--- src/rtl/uart_pkg.sv ---
// Shared types and constants for the UART transmit path.
// Latency: n/a (declarations only).
// Backpressure: n/a.
package uart_pkg;

    localparam int UART_DATA_W = 8;

    typedef enum logic [2:0] {
        IDLE,
        START,
        DATA,
        PARITY,
        STOP
    } tx_state_e;

endpackage

--- src/rtl/uart_tx_if.sv ---
// Bus-side bundle of the UART transmitter: write port, line config and status.
// Latency: n/a (wires only).
// Backpressure: full/overflow tell the master when writes are being dropped.
interface uart_tx_if #(
    parameter int DIV_W = 16
);
    import uart_pkg::*;

    logic                   wr_en;
    logic [UART_DATA_W-1:0] data_in;
    logic                   tx_en;
    logic [DIV_W-1:0]       baud_div;
    logic                   parity_en;
    logic                   parity_odd;
    logic                   two_stop;
    logic                   full;
    logic                   empty;
    logic                   busy;
    logic                   tx_done;
    logic                   overflow;

    modport master (
        output wr_en, data_in, tx_en, baud_div, parity_en, parity_odd, two_stop,
        input  full, empty, busy, tx_done, overflow
    );

    modport slave (
        input  wr_en, data_in, tx_en, baud_div, parity_en, parity_odd, two_stop,
        output full, empty, busy, tx_done, overflow
    );

endinterface

--- src/rtl/uart_tx_fifo.sv ---
// Byte FIFO feeding the serialiser; head entry is readable combinationally.
// Latency: a push is visible (empty=0, head valid) the cycle after the write edge.
// Backpressure: writes while full are dropped and flagged by a 1-cycle overflow pulse.
module uart_tx_fifo
    import uart_pkg::*;
#(
    parameter int DEPTH  = 8,
    parameter int DATA_W = UART_DATA_W
) (
    input  logic              clk,
    input  logic              rst_n,
    input  logic              push_i,
    input  logic [DATA_W-1:0] push_dat_i,
    input  logic              pop_i,
    output logic [DATA_W-1:0] head_dat_o,
    output logic              full_o,
    output logic              empty_o,
    output logic              overflow_o
);

    localparam int AW = $clog2(DEPTH);

    logic [DATA_W-1:0] mem_q [DEPTH];
    logic [AW:0]       wr_ptr_q, wr_ptr_d;
    logic [AW:0]       rd_ptr_q, rd_ptr_d;
    logic              overflow_q;
    logic              do_push;
    logic              do_pop;

    // Extra MSB on each pointer distinguishes a full wrap from empty.
    assign full_o     = (wr_ptr_q[AW] != rd_ptr_q[AW]) &&
                        (wr_ptr_q[AW-1:0] == rd_ptr_q[AW-1:0]);
    assign empty_o    = (wr_ptr_q == rd_ptr_q);
    // Full is judged before any same-edge pop, so a write at a full edge is lost.
    assign do_push    = push_i && !full_o;
    assign do_pop     = pop_i && !empty_o;
    assign wr_ptr_d   = wr_ptr_q + {{AW{1'b0}}, do_push};
    assign rd_ptr_d   = rd_ptr_q + {{AW{1'b0}}, do_pop};
    assign head_dat_o = mem_q[rd_ptr_q[AW-1:0]];
    assign overflow_o = overflow_q;

    // Storage needs no reset: entries are only read once the pointers say valid.
    always_ff @(posedge clk) begin
        if (do_push) begin
            mem_q[wr_ptr_q[AW-1:0]] <= push_dat_i;
        end
    end

    // Pointer advance and overflow pulse.
    always_ff @(posedge clk or negedge rst_n) begin
        if (!rst_n) begin
            wr_ptr_q   <= '0;
            rd_ptr_q   <= '0;
            overflow_q <= 1'b0;
        end else begin
            wr_ptr_q   <= wr_ptr_d;
            rd_ptr_q   <= rd_ptr_d;
            overflow_q <= push_i && full_o;
        end
    end

endmodule

--- src/rtl/uart_tx.sv ---
// UART transmitter: FIFO-buffered bytes serialised as start/8 data LSB-first/opt parity/1-2 stop.
// Latency: write into empty FIFO at E0 -> pop and tx falls at E1; frame = div*(10+parity+two_stop) clks.
// Backpressure: FIFO full drops writes (overflow pulse); tx_en=0 holds queued bytes after the current frame.
module uart_tx
    import uart_pkg::*;
#(
    parameter int DEPTH = 8,
    parameter int DIV_W = 16
) (
    input  logic     clk,
    input  logic     rst_n,
    uart_tx_if.slave bus,
    output logic     tx
);

    logic [UART_DATA_W-1:0] head_dat;
    logic                   fifo_full;
    logic                   fifo_empty;
    logic                   fifo_ovf;

    tx_state_e              state_q;
    logic [UART_DATA_W-1:0] shift_q;
    logic [2:0]             bit_idx_q;
    logic [DIV_W-1:0]       timer_q;
    logic [DIV_W-1:0]       div_q;
    logic                   par_en_q;
    logic                   par_bit_q;
    logic                   two_stop_q;
    logic                   stop2_q;
    logic                   tx_q;
    logic                   tx_done_q;

    logic [DIV_W-1:0]       eff_div;
    logic                   bit_end;
    logic                   stop_last;
    logic                   frame_end;
    logic                   pop;

    uart_tx_fifo #(
        .DEPTH  (DEPTH),
        .DATA_W (UART_DATA_W)
    ) u_fifo (
        .clk        (clk),
        .rst_n      (rst_n),
        .push_i     (bus.wr_en),
        .push_dat_i (bus.data_in),
        .pop_i      (pop),
        .head_dat_o (head_dat),
        .full_o     (fifo_full),
        .empty_o    (fifo_empty),
        .overflow_o (fifo_ovf)
    );

    // A zero divider would never end a bit; run it as one clock per bit.
    assign eff_div   = (bus.baud_div == '0) ? DIV_W'(1) : bus.baud_div;
    assign bit_end   = (timer_q == '0);
    assign stop_last = !two_stop_q || stop2_q;
    assign frame_end = (state_q == STOP) && bit_end && stop_last;
    // Pop from IDLE, or straight out of the last stop cycle for gapless frames.
    assign pop       = bus.tx_en && !fifo_empty && ((state_q == IDLE) || frame_end);

    assign tx           = tx_q;
    assign bus.full     = fifo_full;
    assign bus.empty    = fifo_empty;
    assign bus.overflow = fifo_ovf;
    assign bus.busy     = (state_q != IDLE);
    assign bus.tx_done  = tx_done_q;

    // Frame FSM with bit timer; tx and tx_done are registered (tx_done is set one edge early).
    always_ff @(posedge clk or negedge rst_n) begin
        if (!rst_n) begin
            state_q    <= IDLE;
            shift_q    <= '0;
            bit_idx_q  <= '0;
            timer_q    <= '0;
            div_q      <= DIV_W'(1);
            par_en_q   <= 1'b0;
            par_bit_q  <= 1'b0;
            two_stop_q <= 1'b0;
            stop2_q    <= 1'b0;
            tx_q       <= 1'b1;
            tx_done_q  <= 1'b0;
        end else begin
            tx_done_q <= 1'b0;
            if (!bit_end) begin
                timer_q <= timer_q - DIV_W'(1);
            end

            case (state_q)
                IDLE: begin
                    tx_q <= 1'b1;
                end
                START: begin
                    if (bit_end) begin
                        state_q   <= DATA;
                        tx_q      <= shift_q[0];
                        bit_idx_q <= '0;
                        timer_q   <= div_q - DIV_W'(1);
                    end
                end
                DATA: begin
                    if (bit_end) begin
                        timer_q <= div_q - DIV_W'(1);
                        if (bit_idx_q == 3'd7) begin
                            if (par_en_q) begin
                                state_q <= PARITY;
                                tx_q    <= par_bit_q;
                            end else begin
                                state_q   <= STOP;
                                tx_q      <= 1'b1;
                                stop2_q   <= 1'b0;
                                tx_done_q <= (div_q == DIV_W'(1)) && !two_stop_q;
                            end
                        end else begin
                            bit_idx_q <= bit_idx_q + 3'd1;
                            shift_q   <= shift_q >> 1;
                            tx_q      <= shift_q[1];
                        end
                    end
                end
                PARITY: begin
                    if (bit_end) begin
                        state_q   <= STOP;
                        tx_q      <= 1'b1;
                        stop2_q   <= 1'b0;
                        timer_q   <= div_q - DIV_W'(1);
                        tx_done_q <= (div_q == DIV_W'(1)) && !two_stop_q;
                    end
                end
                STOP: begin
                    if (bit_end) begin
                        if (!stop_last) begin
                            stop2_q   <= 1'b1;
                            timer_q   <= div_q - DIV_W'(1);
                            tx_done_q <= (div_q == DIV_W'(1));
                        end else begin
                            state_q <= IDLE;
                        end
                    end else if (timer_q == DIV_W'(1) && stop_last) begin
                        tx_done_q <= 1'b1;
                    end
                end
                default: begin
                    state_q <= IDLE;
                    tx_q    <= 1'b1;
                end
            endcase

            // Frame start overrides the case above; config is frozen here for the whole frame.
            if (pop) begin
                state_q    <= START;
                tx_q       <= 1'b0;
                shift_q    <= head_dat;
                par_bit_q  <= (^head_dat) ^ bus.parity_odd;
                div_q      <= eff_div;
                par_en_q   <= bus.parity_en;
                two_stop_q <= bus.two_stop;
                stop2_q    <= 1'b0;
                timer_q    <= eff_div - DIV_W'(1);
            end
        end
    end

endmodule

--- src/flat_wrapper.sv ---
// flat-port wrapper written by rule: the top's interface ports become plain ports
module uart_tx_flat import uart_pkg::*;
#(
    parameter int DEPTH = 8,
    parameter int DIV_W = 16
)
  (clk, rst_n, tx, bus_wr_en, bus_data_in, bus_tx_en, bus_baud_div, bus_parity_en, bus_parity_odd, bus_two_stop, bus_full, bus_empty, bus_busy, bus_tx_done, bus_overflow);
  uart_tx_if #(.DIV_W(DIV_W)) bus_i ();
  input  logic clk;
  input  logic rst_n;
  output logic tx;
  input wire logic [$bits(bus_i.wr_en)-1:0] bus_wr_en;
  input wire logic [$bits(bus_i.data_in)-1:0] bus_data_in;
  input wire logic [$bits(bus_i.tx_en)-1:0] bus_tx_en;
  input wire logic [$bits(bus_i.baud_div)-1:0] bus_baud_div;
  input wire logic [$bits(bus_i.parity_en)-1:0] bus_parity_en;
  input wire logic [$bits(bus_i.parity_odd)-1:0] bus_parity_odd;
  input wire logic [$bits(bus_i.two_stop)-1:0] bus_two_stop;
  output wire logic [$bits(bus_i.full)-1:0] bus_full;
  output wire logic [$bits(bus_i.empty)-1:0] bus_empty;
  output wire logic [$bits(bus_i.busy)-1:0] bus_busy;
  output wire logic [$bits(bus_i.tx_done)-1:0] bus_tx_done;
  output wire logic [$bits(bus_i.overflow)-1:0] bus_overflow;
  assign bus_i.wr_en = bus_wr_en;
  assign bus_i.data_in = bus_data_in;
  assign bus_i.tx_en = bus_tx_en;
  assign bus_i.baud_div = bus_baud_div;
  assign bus_i.parity_en = bus_parity_en;
  assign bus_i.parity_odd = bus_parity_odd;
  assign bus_i.two_stop = bus_two_stop;
  assign bus_full = bus_i.full;
  assign bus_empty = bus_i.empty;
  assign bus_busy = bus_i.busy;
  assign bus_tx_done = bus_i.tx_done;
  assign bus_overflow = bus_i.overflow;
  uart_tx #(.DEPTH(DEPTH), .DIV_W(DIV_W)) u_core (.clk(clk), .rst_n(rst_n), .bus(bus_i), .tx(tx));
endmodule
--- config.mk ---
export PLATFORM = sky130hd
export DESIGN_NAME = uart_tx_flat
export DESIGN_NICKNAME = d
export VERILOG_FILES = /design/src/rtl/uart_pkg.sv /design/src/rtl/uart_tx_if.sv /design/src/rtl/uart_tx_fifo.sv /design/src/rtl/uart_tx.sv /design/src/flat_wrapper.sv
export SDC_FILE = /design/constraint.sdc
export NUM_CORES = 1
export LEC_CHECK = 0
export ABC_CLOCK_PERIOD_IN_PS = 5200
export CORE_MARGIN = 1.5
export CORE_UTILIZATION = 50
export DETAILED_ROUTE_END_ITERATION = 10
export DONT_BUFFER_PORTS = 1
export GPL_ROUTABILITY_DRIVEN = 1
export PLACE_DENSITY = 0.74
export SETUP_SLACK_MARGIN = 0.05
export SLEW_MARGIN = 15
export SYNTH_ARGS = -nofsm -noshare
export SYNTH_HDL_FRONTEND = slang
export SYNTH_HIERARCHICAL = 1
export SYNTH_SLANG_ARGS = --single-unit
--- constraint.sdc ---
create_clock -name clk -period 5.2 [get_ports clk]
set_input_delay 0.78 -clock clk [delete_from_list [all_inputs] [get_ports clk]]
set_output_delay 0.78 -clock clk [all_outputs]
set_load 0.005 [all_outputs]
* Word level (Yosys, flattened, before mapping)
Memory sizes are Yosys's and may differ from the RTL's.
Cells that the tools add are included.
** Word-level totals
- RAM bits :: 64
- Word-level logic and storage cells :: 125
- Output and inout bits :: 6
- Bits in registers :: 61
- Memories kept :: 1
- Input bits :: 31
** Memories
- u_core.u_fifo.mem_q :: words 8, width 8, read ports 1, clocked after memory_dff 0, write ports 1, line uart_tx_fifo.sv:23 : logic [DATA_W-1:0] mem_q [DEPTH];
** Operators by class
- Bitwise logic cells :: 1
- Add/sub/neg operators :: 6
- Reduce and logical (&&, ||, !) cells :: 30
- Multiplexer cells :: 49
- Equality and inequality tests :: 24
** Operators with widths (number)
- $mux W16 :: 6
- $sub A16 B1 Y16 const B :: 3
- $mux W3 :: 11
- $eq A16 B1 Y1 const B :: 2
- $logic_not A16 Y1 :: 2
- $mux W8 :: 4
- $pmux W16 S2 :: 1
- $mux W1 :: 22
- $ne A3 B2 Y1 const B :: 6
- $pmux W3 S5 :: 1
- $reduce_and A7 Y1 :: 2
- $logic_and A1 B1 Y1 :: 10
- $add A4 B1 Y4 :: 2
- $ne A2 B2 Y1 const B :: 4
- $reduce_and A4 Y1 :: 2
- $reduce_xor A8 Y1 :: 1
- $eq A3 B2 Y1 const B :: 2
- $eq A3 B3 Y1 const B :: 2
- $ne A3 B3 Y1 const B :: 2
- $pmux W1 S3 :: 2
- $pmux W3 S2 :: 1
- $reduce_bool A2 Y1 :: 3
- $eq A4 B4 Y1 :: 1
- $ne A2 B1 Y1 const B :: 2
- other kinds (13) :: 16

* Depth between registers and ports, before layout
- Depth in word-level cells :: 7
- Gate-level depth with buffers :: 13
- Mapped depth without buffers :: 10

* Modules after synthesis
Netlist, hierarchy kept.
** By module, submodules not included
- uart_tx :: times used 1, cells each 407, area an instance 3449.6 µm², seq. area each 1303.8 µm²
- uart_tx_fifo :: times used 1, cells each 140, area an instance 2980.4 µm², seq. area each 2147.1 µm²

* Worst setup path before layout
Ideal clock, no wire load.
- Path type :: input to register
- Start :: input bus_baud_div[9]
- End :: register u_core.timer_q[14]
- Stages :: 10
- Path buffers :: 0
- Library setup time :: 0.141 ns
- Data required time :: 5.059 ns
- Arrival :: 2.623 ns
- Path slack :: 2.436 ns
- Cells stage by stage :: or4_1 > nor4_2 > nor2b_1 > nor2_1 > ha_1 > nand3_1 > nor3_1 > xor2_1 > nor2_1 > a31oi_1
** On the way
- Cells in the longest elaborated chain, start to end :: 4
** Ends and longest elaborated chain
- start, declared :: line flat_wrapper.sv:15 : input wire logic [$bits(bus_i.baud_div)-1:0] bus_baud_div;
- $logic_not A16 Y1 :: line uart_tx.sv:55 : assign eff_div = (bus.baud_div == '0) ? DIV_W'(1) : bus.baud_div;
- $mux W16 * :: line uart_tx.sv:55
- $sub A16 B1 Y16 * :: line uart_tx.sv:159 : timer_q <= eff_div - DIV_W'(1);
- $mux W16 * :: line uart_tx.sv:150 : if (pop) begin
- end signal, assigned :: line uart_tx.sv:86 : timer_q <= timer_q - DIV_W'(1);
- end signal, assigned :: line uart_tx.sv:98 : timer_q <= div_q - DIV_W'(1);
- end signal, assigned :: line uart_tx.sv:159
- end, declared :: line uart_tx.sv:24 : logic [DIV_W-1:0] timer_q;
Every way passes the cells marked *; elsewhere a longest branch is shown, timed or not.
A chain may end at the register's enable or synchronous reset.

* Final worst setup path
- Start :: register u_core.u_fifo.rd_ptr_q[0]
- End :: register u_core.u_fifo.rd_ptr_q[2]
** On the way
- Cells in the longest elaborated chain, start to end :: 6
** Ends and longest elaborated chain
- start, declared :: line uart_tx_fifo.sv:25 : logic [AW:0] rd_ptr_q, rd_ptr_d;
- start signal, assigned :: line uart_tx_fifo.sv:57 : rd_ptr_q <= rd_ptr_d;
- $eq A4 B4 Y1 * :: line uart_tx_fifo.sv:33 : assign empty_o = (wr_ptr_q == rd_ptr_q);
- via bus_empty :: line flat_wrapper.sv:20 : output wire logic [$bits(bus_i.empty)-1:0] bus_empty;
- $logic_not A1 Y1 * :: line uart_tx_fifo.sv:36, uart_tx.sv:60
- $logic_and A1 B1 Y1 (2 in series) :: line uart_tx.sv:60 : assign pop = bus.tx_en && !fifo_empty && ((state_q == IDLE) || frame_end);
- $logic_and A1 B1 Y1 * :: line uart_tx_fifo.sv:36 : assign do_pop = pop_i && !empty_o;
- $add A4 B1 Y4 * :: line uart_tx_fifo.sv:38 : assign rd_ptr_d = rd_ptr_q + {{AW{1'b0}}, do_pop};
- via u_core.u_fifo.rd_ptr_d[2] :: line uart_tx_fifo.sv:25
Mark *: on every way through the listed nets, which the timed path passes. The rest lies on a longest branch.

==> results.json <==
{
  "synth_edf_count": 64,
  "fmax_mhz": 306,
  "synth_top_area_frac": 0.299,
  "grt_pass1_vias": 4232,
  "arrival_ns": 3.53,
  "period_minus_slack_ns": 3.27,
  "netlist_instances": 547,
  "drive_above_1_share": 0.105,
  "portBuffers": 0,
  "critPathMaxFanout": 45,
  "power_density_nw_per_um2": 345,
  "setup-violations-final": 0,
  "drc": 0,
  "cp.required_ns": 5.46,
  "hold_viol": 0,
  "pre_cts_ws_ns": 1.94,
  "clockBufferDepth": 2,
  "numCtsBuffers": 17,
  "wire_per_inst_um": 18.6,
  "syn-cell-area_um2": 6430,
  "worstHoldPathType": "in -> async",
  "slew_headroom": 0.360,
  "met2_length_um": 6590,
  "leakagePower_nw": 2.69,
  "clk_latency_ns": 0.42,
  "rsz0062_at_grt": "false",
  "synth_cell_type_count": 67,
  "slew_viol_final": 0,
  "io_pins": 37,
  "clock_tree.root_cell": "clkbuf_16",
  "die-area_um2": 13500,
  "area_delta_synth_final_pct": 10.1,
  "period_share": 0.629,
  "grt_overflow": 0,
  "hold-worst-slack_ns": 0.0585,
  "synth_area_leaders": "edfxtp_1, dfrtp_1, mux4_1",
  "final.setup_skew_ns": 0.00675,
  "cts_tree": "built",
  "cts_setup_buffers": 0,
  "vias_per_cell": 5.88,
  "final_cells": 733,
  "dp.cells": 702,
  "cts_sinks": 125,
  "yosys_warnings": 6,
  "die_w_um": 116,
  "syn_avg_cell_area_um2": 11.8,
  "clk_pin_slew_ns": 0.06,
  "drt-total-wl_um": 13600,
  "ys_ff_latch": 125,
  "hpwlAfterDp_um": 9280,
  "critPathKind": "reg -> reg",
  "drtPass1Iterations": 6,
  "fin_nets": 592,
  "synth_ff_type": "edfxtp_1",
  "maxCapViolCount": 0,
  "postLayoutSetupSlackWorst_ns": 1.93,
  "initial_core_util": 0.512,
  "cts_resized": 0,
  "ys_top_cells_by_count": "nand2_1, edfxtp_1, dfrtp_1",
  "wl_met1_um": 5810,
  "core_area_um2": 12600,
  "grt_pass1_wl_um": 21900,
  "dieHeight_um": 116,
  "top_layer": "met4",
  "yosysMostFrequentCell": "nand2_1",
  "synth_seq_area_share": 0.537,
  "drtIter0Drc": 400,
  "antenna_found_initial": 0,
  "wl_met3_um": 938,
  "h-tree-depth": 4,
  "synth_nets": 590,
  "grt.total_usage": 0.219,
  "tightest_slew_ns": 0.956,
  "vias": 4310,
  "postCtsHoldBufs": 0,
  "routabilityCongestion": 0.899,
  "peakVddDrop_uv": 337,
  "grt_max_degree": 62,
  "drtAntennaViolNets": 0,
  "async_reset_ff_frac": 0.488,
  "fin_tns_setup_ns": 0,
  "cp-start-kind": "register",
  "synth_area_leader_cell": "edfxtp_1",
  "status": "complete, no violations",
  "std_cell_rows": 41,
  "end_kind": "register",
  "antennaDiodeCount": 0
}
-- logic make-up (layout without fill, tap and decap cells) --
| logic type | after synthesis | in the layout | share of synthesized area |
|---|---|---|---|
| buffers and inverters | 35 | 49 | 0.0306 |
| and+or+nand+nor | 224 | 224 | 0.179 |
| xor gates and xnor gates | 49 | 49 | 0.0667 |
| AOI/OAI and AO/OA | 73 | 73 | 0.0769 |
| DFF | 125 | 125 | 0.537 |
| adders and majority gates | 12 | 12 | 0.0234 |
| muxes | 29 | 29 | 0.0870 |
-- area by class of cell --
| type | instances | area [µm²] |
|---|---|---|
| inverter | 11 | 41.3 |
| tap | 172 | 215 |
| fill | 987 | 5490 |
| timing repair buffer | 7 | 52.6 |
| multi-input combinational | 387 | 2790 |
| clock buffer | 19 | 433 |
| sequential | 125 | 3450 |
| clock inverter | 12 | 100 |
-- state kept, by name, summed over array words and instances (netlist names) --
signal                    count
u_core/state_q                3
u_core/u_fifo/overflow_o      1
u_core/stop2_q                1
u_core/par_bit_q              1
u_core/par_en_q               1
u_core/u_fifo/mem_q          64
u_core/u_fifo/wr_ptr_q        4
u_core/div_q                 16
u_core/bit_idx_q              3
u_core/bus.tx_done            1
u_core/shift_q                8
u_core/timer_q               16
u_core/u_fifo/rd_ptr_q        4
u_core/tx                     1
u_core/two_stop_q             1
-- worst paths after layout --
check | startpoint | end | slack (ns) | depth (start not counted)
worst min-delay path | rst_n | u_core/div_q[8] | 0.06 | 0
max in group asynchronous | rst_n | u_core/div_q[0] | 4.95 | 0
min in group clk | bus_data_in[0] | u_core/u_fifo/mem_q[6][0] | 0.45 | 0
worst min register to register | u_core/shift_q[0] | u_core/shift_q[0] | 0.49 | 2
worst max register to register | u_core/u_fifo/rd_ptr_q[0] | u_core/u_fifo/rd_ptr_q[2] | 1.93 | 10
worst max-delay path | u_core/u_fifo/rd_ptr_q[0] | u_core/u_fifo/rd_ptr_q[2] | 1.93 | 10
-- metrics by stage --
stage,power (mW),utilization,instance area (µm²)
after floorplan,1.34,-,6430
after global placement,1.39,0.521,6550
after detailed placement,1.41,0.521,6550
after CTS,2.46,0.563,7080
after global routing,2.53,0.563,7080
final,2.44,0.563,7080
-- layout by cell type, fill, tap and decap left out, drive strengths merged, types with 6 or more instances in the layout --
master / instances
nand4: 7
nor3: 21
buf: 7
o21ai: 15
dfrtp: 59
clkbuf: 19
edfxtp: 64
xor2: 16
a211oi: 6
nor4: 12
xnor2: 33
nor2: 35
mux2: 10
a21oi: 13
nand3: 14
clkinv: 6
ha: 12
mux4: 16
inv: 11
nand2: 93
a31oi: 10
-- power by group --
group	switching [mW]	internal [mW]
sequential	0.0488	1.14
combinational	0.109	0.0869
clock	0.411	0.646
-- layer usage --
metal	track usage	vias up
li1	-	2023
met1	0.274	2101
met2	0.350	156
met3	0.0732	30
met4	0.0919	0
met5	0	-
-- critical path, stage by stage, from the launching register on --
cell	delay [ns]
dfrtp_1	0.93
xnor2_1	0.21
nand2_1	0.10
nor3_1	0.43
nand3b_1	0.21
nand2b_1	0.16
inv_2	0.30
o31a_1	0.22
ha_1	0.21
ha_1	0.20
xor2_1	0.15
Power figures use the tool's default switching activity.
